## config.mk

```make
export PLATFORM = sky130hd
export DESIGN_NAME = combiner
export DESIGN_NICKNAME = d
export VERILOG_FILES = /design/src/rtl/combiner.sv
export SDC_FILE = /design/constraint.sdc
export NUM_CORES = 1
export LEC_CHECK = 0
export ABC_AREA = 1
export CORE_MARGIN = 1.5
export CORE_UTILIZATION = 48
export DETAILED_ROUTE_END_ITERATION = 10
export PLACE_DENSITY_LB_ADDON = 0.15
export SYNTH_ARGS = -nofsm -noshare
export SYNTH_HDL_FRONTEND = slang
export SYNTH_SLANG_ARGS = --single-unit
```

## constraint.sdc

```tcl
create_clock -name sysclk -period 1.75 [get_ports sysclk]
set_input_delay 0.175 -clock sysclk [delete_from_list [all_inputs] [get_ports sysclk]]
set_output_delay 0.175 -clock sysclk [all_outputs]
set_load 0.05 [all_outputs]
```

## src/rtl/combiner.sv

```systemverilog
// Receive-side time-slot combiner: deserializes an LSB-first bit stream into
// four per-slot channel registers. Optional per-channel byte counters: COMBINER_STATS_EN.
module combiner #(
  parameter int unsigned SLOT0_LEN = 88,
  parameter int unsigned SLOT1_LEN = 80,
  parameter int unsigned SLOT2_LEN = 56,
  parameter int unsigned SLOT3_LEN = 32,
  parameter int unsigned LAT       = 0
) (
  input  logic       sysclk,
  input  logic       rst_n,
  input  logic       holder,
  input  logic       din,
  input  logic [3:0] en,
  output logic [7:0] ch0_data,
  output logic [7:0] ch1_data,
  output logic [7:0] ch2_data,
  output logic [7:0] ch3_data,
  output logic [3:0] ch_valid,
  output logic [1:0] slot,
  output logic       frame_start,
  output logic       busy
`ifdef COMBINER_STATS_EN
  ,
  output logic [7:0] rx_cnt0,
  output logic [7:0] rx_cnt1,
  output logic [7:0] rx_cnt2,
  output logic [7:0] rx_cnt3
`endif
);

  // state | meaning
  // IDLE  | link stopped, waiting for holder rise
  // ALIGN | holder high, skipping LAT link-latency cycles (din ignored)
  // RUN   | sampling din every edge, tracking bit/slot position
  typedef enum logic [1:0] {S_IDLE, S_ALIGN, S_RUN} state_t;

  localparam logic [7:0] L0_LAST = 8'(SLOT0_LEN - 1);
  localparam logic [7:0] L1_LAST = 8'(SLOT1_LEN - 1);
  localparam logic [7:0] L2_LAST = 8'(SLOT2_LEN - 1);
  localparam logic [7:0] L3_LAST = 8'(SLOT3_LEN - 1);
  localparam logic [3:0] LAT_C   = 4'(LAT);

  state_t      r_state;
  state_t      w_next;
  logic [6:0]  r_sr;
  logic [2:0]  r_bit_cnt;
  logic [7:0]  r_slot_cnt;
  logic [3:0]  r_lat_cnt;
  logic [1:0]  r_slot;
  logic [3:0]  r_valid;
  logic        r_frame_start;
  logic [7:0]  r_ch_data [4];
  logic [7:0]  w_byte;
  logic [7:0]  w_slot_last_cnt;
  logic        w_sample;
  logic        w_slot_last;
  logic        w_accept;

  always_ff @(posedge sysclk or negedge rst_n) begin
    if (!rst_n) r_state <= S_IDLE;
    else        r_state <= w_next;
  end

  always_comb begin
    w_next = r_state;
    unique case (r_state)
      S_IDLE:  if (holder) w_next = (LAT_C == 4'd0) ? S_RUN : S_ALIGN;
      S_ALIGN: begin
        if (!holder)                 w_next = S_IDLE;
        else if (r_lat_cnt == LAT_C) w_next = S_RUN;
      end
      S_RUN:   if (!holder) w_next = S_IDLE;
      default: w_next = S_IDLE;
    endcase
  end

  always_comb begin
    w_slot_last_cnt = L0_LAST;
    unique case (r_slot)
      2'd0: w_slot_last_cnt = L0_LAST;
      2'd1: w_slot_last_cnt = L1_LAST;
      2'd2: w_slot_last_cnt = L2_LAST;
      2'd3: w_slot_last_cnt = L3_LAST;
      default: w_slot_last_cnt = L0_LAST;
    endcase
  end

  // The edge that enters RUN already carries frame bit 0, so sampling follows next-state.
  assign w_sample    = (w_next == S_RUN);
  assign w_byte      = {din, r_sr};
  assign w_slot_last = (r_slot_cnt == w_slot_last_cnt);
  assign w_accept    = w_sample && (r_bit_cnt == 3'd7) && en[r_slot];

  always_ff @(posedge sysclk or negedge rst_n) begin
    if (!rst_n) begin
      r_sr          <= '0;
      r_bit_cnt     <= '0;
      r_slot_cnt    <= '0;
      r_lat_cnt     <= '0;
      r_slot        <= '0;
      r_valid       <= '0;
      r_frame_start <= 1'b0;
      for (int i = 0; i < 4; i++) r_ch_data[i] <= '0;
    end else begin
      r_valid       <= '0;
      r_frame_start <= 1'b0;
      if (!holder) begin
        r_sr       <= '0;
        r_bit_cnt  <= '0;
        r_slot_cnt <= '0;
        r_lat_cnt  <= '0;
        r_slot     <= '0;
      end else if (w_sample) begin
        r_sr      <= w_byte[7:1];
        r_bit_cnt <= r_bit_cnt + 3'd1;
        r_lat_cnt <= '0;
        if (w_slot_last) begin
          r_slot_cnt <= '0;
          r_slot     <= r_slot + 2'd1;
          if (r_slot == 2'd3) r_frame_start <= 1'b1;
        end else begin
          r_slot_cnt <= r_slot_cnt + 8'd1;
        end
        // The byte belongs to the slot in effect during its bits, i.e. before any advance.
        if (w_accept) begin
          r_ch_data[r_slot] <= w_byte;
          r_valid           <= 4'b0001 << r_slot;
        end
      end else begin
        r_lat_cnt <= (r_state == S_IDLE) ? 4'd1 : r_lat_cnt + 4'd1;
      end
    end
  end

  assign ch0_data    = r_ch_data[0];
  assign ch1_data    = r_ch_data[1];
  assign ch2_data    = r_ch_data[2];
  assign ch3_data    = r_ch_data[3];
  assign ch_valid    = r_valid;
  assign slot        = r_slot;
  assign frame_start = r_frame_start;
  assign busy        = (r_state == S_RUN);

`ifdef COMBINER_STATS_EN
  logic [7:0] r_rx_cnt [4];

  // Holder drops do not clear these; only reset does.
  always_ff @(posedge sysclk or negedge rst_n) begin
    if (!rst_n) begin
      for (int i = 0; i < 4; i++) r_rx_cnt[i] <= '0;
    end else if (w_accept) begin
      r_rx_cnt[r_slot] <= r_rx_cnt[r_slot] + 8'd1;
    end
  end

  assign rx_cnt0 = r_rx_cnt[0];
  assign rx_cnt1 = r_rx_cnt[1];
  assign rx_cnt2 = r_rx_cnt[2];
  assign rx_cnt3 = r_rx_cnt[3];
`endif

endmodule

```

==> out/results.tsv <==
metric	value	unit
htree_levels	3	
viasPerCell	5.14	
path_cells	clkdlybuf4s50_1	
syn-num-nets	349	
r2r_cells	12	
diodes	0	
die_h	81.8	um
rrSetupSlack	0.10	ns
synthSimpleGateAreaFrac	30.9	%
grt_pass1_wl	10.5	mm
path_clk_slew	0.07	ns
drive_gt1_share	20.7	%
vias	2525	
die_width	81.8	um
ys_types	32	
criticalPathCategory	reg2out	
dr.pass1.iters	4	
clock_skew	0.00928	ns
tightest_slew	0.499	ns
synthTopCellsByArea	dfrtp_1, nand2_1, nand4_1, ha_1, inv_1	
rows	28	
finalPower	3.14	mW
finalCritPeriodShare	96.8	%
synth_area_leader_cell	dfrtp_1	
switching_share	28.2	%
cpLargestDelayFamily	buffers and inverters	
hp-class	in2async	
grt_max_degree	34	
cp-start-kind	flip-flop	
pwr-share-clk	34.4	%
critPathSlowestCell	clkdlybuf4s50_1	
grt_usage	21.0	%
clk_latency	0.34	ns
coreArea	5960	um2
wl_per_cell	13.7	um
timing.rr.start	r_lat_cnt[0]	
synth.top_cell.area_share	52.9	%
synth_top_family_by_area	simple AND/OR/NAND/NOR gates	
cts_made_buffers	9	
power_switching	0.886	mW
totalWireLength	6.71	mm
die_area	6690	um2
drc	0	
synthCells	331	
crit_required	1.57	ns
cts_sinks	63	
drv_cap	0	
avgSynthCellArea	9.00	um2
grt_overflow_total	0	
io-pin-count	48	
yosys.area_share.xor_xnor	0.588	%
period_needed	1.69	ns
hold_viol	0	
synth.area.mux_share	0	%
portBuffers	47	
p_per_area	775	nW/um2
ys_seq_area_share	52.9	%
power_frac_seq	50.7	%
crit_path_max_fanout	2	
clockBufferDepth	2	
max_slew_margin	66.6	%
worst_slack	0.0552	ns
report.final.slew_viol_count	0	
syn_to_final_growth	36.2	%
initial_core_util	50.0	%
cts-root-buf	clkbuf_8	
ys_ff_latch	63	
synth_compound_area_share	4.75	%
nets	430	
worst-path-buf-inv	1	
grt_antenna_before_repair	0	
dp_slack	0.0271	ns
status	completed	
peakVddDrop	0.000630	V
gp_congestion	0.868	
internal_power	2.26	mW
syn-cell-area	2980	um2
drt_iter0_drc	95	
timing.rr.end	ch0_data[7]	
comb_power_share	14.9	%
cp.arrival	1.52	ns
yosys_warnings	0	
synth_fa_ha_area_share	4.20	%
p_leak	2.02	nW
grt_pass1_vias	2288	
critPathCaptureType	primary output	
dpl.hpwl	4.62	mm
max_freq	0.590	GHz
ant_nets	0	
cpPeakStageDelay	0.81	ns
setup_violations	0	
cts_tree	done	
-- registers in the layout, indices dropped and copies added (netlist names), 4 cells and up --
signal      cells
ch1_data        8
ch3_data        8
ch_valid        4
ch2_data        8
r_lat_cnt       4
r_sr            7
r_slot_cnt      8
ch0_data        8
-- cell families after synthesis --
family | Yosys count
simple gates | 192
flops | 63
buf+inv | 44
compound gates | 20
fa+ha+maj | 10
xor+xnor | 2
-- metal layers --
layer / vias to the layer above / share of wire (%) / track usage [%] / wire length [um]
met5: - / 0 / 0 / 0
li1: 1248 / - / - / -
met1: 1204 / 44 / 26.9 / 2960
met4: 0 / 2.0 / 11.7 / 132
met2: 59 / 50 / 33.4 / 3330
met3: 14 / 4.1 / 3.67 / 276
-- power groups by stage --
stage	registers [mW]	logic, mW	clock network [mW]
3_5_place_dp	1.62	0.439	0
5_1_grt	1.60	0.512	1.16
3_3_place_gp	1.62	0.434	0
4_1_cts	1.59	0.442	1.11
2_1_floorplan	1.71	0.174	0
6_report	1.59	0.468	1.08
-- through the flow --
| step | cell area, um2 | util [%] | setup TNS, ns | instances | hold WS (ns) |
|---|---|---|---|---|---|
| 5_1_grt | 4060 | 68.1 | -0.0321 | 491 | 0.330 |
| 2_1_floorplan | 2990 | - | 0 | 331 | -0.121 |
| 6_report | 4060 | 68.1 | 0 | 491 | 0.287 |
| 3_5_place_dp | 3640 | 61.1 | 0 | 461 | 0.116 |
| 4_1_cts | 3810 | 64.0 | 0 | 477 | 0.288 |
| 3_3_place_gp | 3640 | 61.1 | 0 | 461 | 0.121 |
-- worst max path at each step --
stage                     slack [ns]            end        start  cells after the start
after floorplan               0.0007  r_slot_cnt[0]      slot[1]                     11
after global placement          0.04  r_slot_cnt[0]      slot[0]                     11
after detailed placement        0.03  r_slot_cnt[0]      slot[0]                     11
after CTS                      0.007  r_slot_cnt[0]      slot[0]                     11
after global routing           -0.02        slot[1]      slot[0]                     11
final                           0.06    ch3_data[6]  ch3_data[6]                      1
-- worst register-to-register path: cells and delay by family (launching register included) --
family	cells	cell delay [ns]
flip-flops	1	0.40
AND/OR/NAND/NOR	8	0.72
adder cells (fa/ha/maj)	1	0.14
buffers and inverters	3	0.29
-- layout by cell type, fill, tap and decap left out, types with 2 or more instances in the layout --
master	netlist	layout
o21ai_0	3	3
clkinv_2	0	3
dfrtp_1	63	61
nand2_2	2	6
inv_4	2	3
inv_1	28	25
o22ai_1	5	5
nand3_2	0	3
buf_12	0	3
a21oi_1	4	4
buf_6	2	3
nand2_1	111	106
o21ai_2	2	2
nor4_1	2	2
dfrtp_2	0	2
buf_4	1	25
nand2_4	2	2
nor3_1	3	3
inv_2	3	5
nand3_4	3	3
clkbuf_8	0	10
a22o_1	3	3
nand4_1	26	26
nor2_1	18	16
clkdlybuf4s50_1	0	43
nor2_4	2	4
ha_4	0	3
ha_1	10	7
clkbuf_16	0	2
nand3_1	19	19
-- layout make-up --
| type | count | area, um2 |
|---|---|---|
| well taps | 75 | 93.8 |
| clock buffers | 11 | 141 |
| flip-flops and latches | 63 | 1580 |
| multi-input cells | 227 | 1310 |
| clock inverters | 4 | 22.5 |
| fillers | 499 | 1900 |
| inverters | 33 | 131 |
| repair buffers | 78 | 777 |
-- synth_stat cells (all sizes together) --
cell type	number
o21ai	5
xor2	1
o22ai	5
a21oi	5
nand3b	1
nand3	22
nor3	3
nand2	115
a21boi	1
ha	10
dfrtp	63
o21bai	1
a22o	3
buf	11
nand4	26
xnor2	1
nor2	22
or2	1
nor4	2
inv	33
-- repair_timing --
action	CTS	global route
endpoints found under the setup margin	0	38
resized for setup	0	22
hold buffers	1	0
endpoints found under the hold margin	15	0
buffers inserted	0	9
Power figures use the tool's default switching activity.
